$ cat config.mk
export PLATFORM = sky130hd
export DESIGN_NAME = ifetch_unit
export DESIGN_NICKNAME = d
export VERILOG_FILES = /design/src/rtl/mips_pkg.sv /design/src/rtl/ifetch_unit.sv
export SDC_FILE = /design/constraint.sdc
export NUM_CORES = 1
export LEC_CHECK = 0
export CAP_MARGIN = 15
export CORE_MARGIN = 2
export CORE_UTILIZATION = 55
export CTS_BUF_LIST = sky130_fd_sc_hd__clkbuf_8
export DETAILED_ROUTE_END_ITERATION = 16
export DONT_BUFFER_PORTS = 1
export PLACE_DENSITY = 0.77
export SLEW_MARGIN = 25
export SYNTH_ARGS = -nofsm -noshare
export SYNTH_HDL_FRONTEND = slang
export SYNTH_SLANG_ARGS = --single-unit
$ cat constraint.sdc
create_clock -name clk -period 2.7 [get_ports clk]
set_clock_uncertainty 0.15 [all_clocks]
set_input_delay 0.405 -clock clk [delete_from_list [all_inputs] [get_ports clk]]
set_output_delay 0.405 -clock clk [all_outputs]
set_load 0.01 [all_outputs]
$ cat src/rtl/mips_pkg.sv
// Shared pipeline types and constants for the fetch/decode front end.
package mips_pkg;
  localparam int INSTR_W = 32;
  localparam logic [INSTR_W-1:0] NOP_INSTR = 32'h0000_0000;

  typedef enum logic [1:0] {
    ST_IDLE = 2'd0,
    ST_REQ  = 2'd1,
    ST_WAIT = 2'd2,
    ST_HOLD = 2'd3
  } fetch_state_e;
endpackage

$ cat src/rtl/ifetch_unit.sv
// Instruction fetch: issues one word fetch per pc over req/gnt/rvalid, holds the
// result for the decoder, stalls the pc stage until the instruction is consumed.
module ifetch_unit
  import mips_pkg::*;
#(
  parameter int AW = 10,
  parameter logic [INSTR_W-1:0] NOP_INSTR = mips_pkg::NOP_INSTR
) (
  input  logic               clk,
  input  logic               reset,
  input  logic [31:0]        pc,
  input  logic               flush,
  output logic               stall,
  output logic               imem_req,
  output logic [AW-1:0]      imem_addr,
  input  logic               imem_gnt,
  input  logic               imem_rvalid,
  input  logic [INSTR_W-1:0] imem_rdata,
  output logic [INSTR_W-1:0] instr,
  output logic [31:0]        instr_pc,
  output logic               instr_valid,
  input  logic               dec_ready,
  output logic               align_err
);

  fetch_state_e       r_state;
  logic               r_req;
  logic               r_entry;
  logic               r_drop;
  logic               r_valid;
  logic [31:0]        r_fetch_pc;
  logic [INSTR_W-1:0] r_instr;
  logic [31:0]        r_instr_pc;

  logic [31:0] w_fetch_pc;
  logic        w_rsp;
  logic        w_discard;

  // On the REQ-entry cycle the pc stage has just settled on the next pc (it
  // advanced on the consuming edge), so the fetch address comes straight from
  // pc and is captured into r_fetch_pc at the end of that cycle.
  assign w_fetch_pc = r_entry ? pc : r_fetch_pc;
  assign w_rsp      = ((r_state == ST_REQ) && imem_gnt && imem_rvalid) ||
                      ((r_state == ST_WAIT) && imem_rvalid);
  assign w_discard  = r_drop | flush;

  assign stall       = !((r_state == ST_HOLD) && dec_ready && !flush);
  assign imem_req    = r_req;
  assign imem_addr   = w_fetch_pc[AW+1:2];
  assign instr       = r_instr;
  assign instr_pc    = r_instr_pc;
  assign instr_valid = r_valid;
  assign align_err   = r_entry && (w_fetch_pc[1:0] != 2'b00);

  always_ff @(posedge clk or negedge reset) begin
    if (!reset) begin
      r_state    <= ST_IDLE;
      r_req      <= 1'b0;
      r_entry    <= 1'b0;
      r_drop     <= 1'b0;
      r_valid    <= 1'b0;
      r_fetch_pc <= 32'h0;
      r_instr    <= NOP_INSTR;
      r_instr_pc <= 32'h0;
    end else begin
      r_entry <= 1'b0;
      if (r_entry) r_fetch_pc <= pc;
      case (r_state)
        ST_IDLE: begin
          r_fetch_pc <= pc;
          r_state    <= ST_REQ;
          r_req      <= 1'b1;
          r_entry    <= 1'b1;
        end
        ST_REQ: begin
          // a request already on the bus is never withdrawn; flush only marks it stale
          r_drop <= r_drop | flush;
          if (imem_gnt) begin
            r_req   <= 1'b0;
            r_state <= ST_WAIT;
          end
        end
        ST_WAIT: begin
          if (!imem_rvalid) r_drop <= r_drop | flush;
        end
        ST_HOLD: begin
          if (flush || dec_ready) begin
            r_valid <= 1'b0;
            r_instr <= NOP_INSTR;
            r_state <= ST_REQ;
            r_req   <= 1'b1;
            r_entry <= 1'b1;
          end
        end
        default: r_state <= ST_IDLE;
      endcase
      // response handling overrides the per-state defaults above
      if (w_rsp) begin
        if (w_discard) begin
          r_drop  <= 1'b0;
          r_state <= ST_REQ;
          r_req   <= 1'b1;
          r_entry <= 1'b1;
        end else begin
          r_instr    <= imem_rdata;
          r_instr_pc <= w_fetch_pc;
          r_valid    <= 1'b1;
          r_state    <= ST_HOLD;
          r_req      <= 1'b0;
        end
      end
    end
  end

endmodule
==> flow_summary.toml <==
[synth]
synth_cell_types = 27
syn-num-nets = 483
synth-seq-area-share_pct = 57.08
synthCells = 409
syn_area_um2 = 4472
synth_top_area_share_pct = 57.08
synth_top_cell_by_area = "dfrtp_1"
synth_edf_count = 0
yosys-top-cells-count = "121 x nand2_1, 102 x dfrtp_1, 37 x mux2_2"
netlist_top_cells_area = "dfrtp_1 57%, nand2_1 10%, mux2_2 9.3%"
synth_most_common_cell = "nand2_1"
synth_flop_cell = "dfrtp_1"
ys_ff_latch = 102
synthArstFlopShare_pct = 100.0
yosys_warnings = 0
synth_area_per_cell_um2 = 10.93

[critical_path]
crit_buf_inv = 0
path_max_fanout = 27
end_kind = "primary output"
required_ns = 2.14
r2r_cells = 7
cp_top_family = "flip-flops"
arrival_ns = 1.68
slowest_stage = "dfrtp_2"
crit_chain = "mux2_2"
worstSetupStartpointType = "flip-flop"
critPathMaxStageDelay_ns = 0.87
cp.depth = 1
worstSetupPathType = "reg -> out"

[timing]
finalSetupViolCount = 0
rsz0062_at_grt = "false"
tns_ns = 0
fmax_mhz = 448.1
relSlewSlack_pct = 49.48
finalHoldViolCount = 102
slew_violations = 0
holdWs_ns = -0.4244
period_minus_slack_ns = 2.231
min_period_over_period_pct = 82.65
timing.final.ws_setup_ns = 0.4686
worst_pin_slew_ns = 0.7578

[clock_network]
path_clk_slew_ns = 0.10
numCtsBuffers = 9
clk_latency_ns = 0.35
post_cts_resized = 0
cts_tree = "yes"
clock_path_buffers = 2
root_buffer = "clkbuf_8"
h-tree-depth = 3
clock-sinks = 102

[detailed_routing]
dr_total_vias = 2884
wl_met1_um = 3409
wl_met3_um = 812
wl_per_cell_um = 16.56
wirelength_um = 8694
drtPass1Iterations = 4
maxUsedRoutingLayer = "met4"
drt_iter0_drc = 144
wl_met2_um = 4344
vias_per_cell = 5.493
drtAntennaViolNets = 0
drc = 0

[layout]
regArea_um2 = 2554
num_antenna_cells = 0
multi_input_area_um2 = 1644
syn_to_final_growth_pct = 8.086
fillers = 616
finalNetCount = 493
final_util_pct = 61.91
layout-drive-gt1-share_pct = 16.31
stdcell_area_um2 = 4833
fin_cells = 525

[grt]
grt.overflow.total = 0
grt_pass1_vias = 2898
track_usage_pct = 19.78
antenna_found_initial = 0
grt_max_degree = 103
grt_pass1_wl_um = 13730

[floorplan]
die_area_um2 = 8868
boundaryPins = 148
die_y_um = 94.17
start_util_pct = 57.28
fp-row-count = 32
core_um2 = 7807
dieWidth_um = 94.17

[status]
status = "finished, violations left"
violations = "hold timing"

[power]
leakage_nw = 2.343
clkPwrFrac_pct = 15.5
switchingPower_mw = 2.040
internal_power_mw = 3.466
sw_frac_of_total_pct = 37.05
vdd_drop_max_mv = 0.5760
p_comb_share_pct = 31.6
power_density_nw_per_um2 = 1139
seqPwrFrac_pct = 52.9

[placement]
placed_cell_area_um2 = 4400
place_inst = 484
pre_cts_slack_ns = 0.7230
dp_hpwl_um = 5818
port_buffers = 0
gp_congestion = 0.7545

[job]
max-cap-violations = 0

[hold_path]
hp-class = "in -> async"
power by group through the flow:
stage          Combinational, mW  Sequential, mW  Clock, mW
4_1_cts                     1.75            2.93      0.886
6_report                    1.74            2.91      0.854
3_5_place_dp                1.72            2.96          0
3_3_place_gp                1.64            2.93          0
5_1_grt                     1.96            3.00      0.963
2_1_floorplan               1.70            2.74          0
logic make-up (layout without fill, tap and decap cells):
kind of cell | count (synthesis) | count (layout) | synth area share, %
compound gates | 36 | 36 | 4.477
fa+ha+maj | 4 | 4 | 1.119
buf+inv | 40 | 54 | 6.295
flops | 102 | 102 | 57.08
mux | 64 | 64 | 15.92
simple gates | 163 | 163 | 15.11
worst paths after layout:
kind                                start             end  slack (ns)
max                               r_entry    imem_addr[3]        0.47
min                                 reset     instr_pc[7]       -0.42
max reg2reg                    r_state[1]      r_state[1]        0.74
min reg2reg                r_fetch_pc[24]  r_fetch_pc[24]        0.36
max in group asynchronous           reset  r_fetch_pc[18]        2.68
min in group clk           imem_rdata[11]       instr[11]        0.02
area by class of cell:
| type | instances | area share [%] |
|---|---|---|
| repair buffers | 33 | 6.472 |
| multi-input cells | 267 | 34.02 |
| clock buffers | 10 | 2.848 |
| flip-flops and latches | 102 | 52.83 |
| well taps | 102 | 2.640 |
| inverters | 6 | 0.4660 |
| clock inverters | 5 | 0.7248 |
metal layers:
metal / vias to the layer above / track usage (%)
li1: 1365 / -
met1: 1406 / 23.54
met2: 101 / 32.38
met3: 12 / 7.785
met4: 0 / 7.488
met5: - / 0
flip-flops by register name, summed over array words and instances (netlist names):
register,flops
r_fetch_pc,32
r_drop,1
instr_valid,1
r_state,2
instr_pc,32
imem_req,1
instr,32
r_entry,1
layout by cell type (no fill, tap or decap), types with 2 or more instances in the layout:
master	instances
buf_4	7
o22ai_1	2
o21ai_0	24
o21a_1	2
mux2_4	5
clkinv_2	2
nor2_1	2
nand3_1	32
ha_1	4
mux2_2	37
a221oi_1	2
dlygate4sd3_1	26
a21oi_1	3
inv_1	6
mux2i_1	22
nand2_1	121
clkbuf_8	10
nor2b_1	2
dfrtp_1	101
through the flow:
stage               power, mW  hold WS [ns]
floorplan               4.443      -0.04059
global placement        4.567      -0.03878
detailed placement      4.681      -0.03862
CTS                     5.569       -0.4389
global route            5.922       -0.4586
finish                  5.506       -0.4244
what timing repair did:
| action | CTS | global route |
|---|---|---|
| setup endpoints to repair | 0 | 0 |
| endpoints found under the hold margin | 126 | 104 |
| hold buffers | 24 | 2 |
| buffers inserted | 0 | 0 |
(Power assumes the default switching activity.)
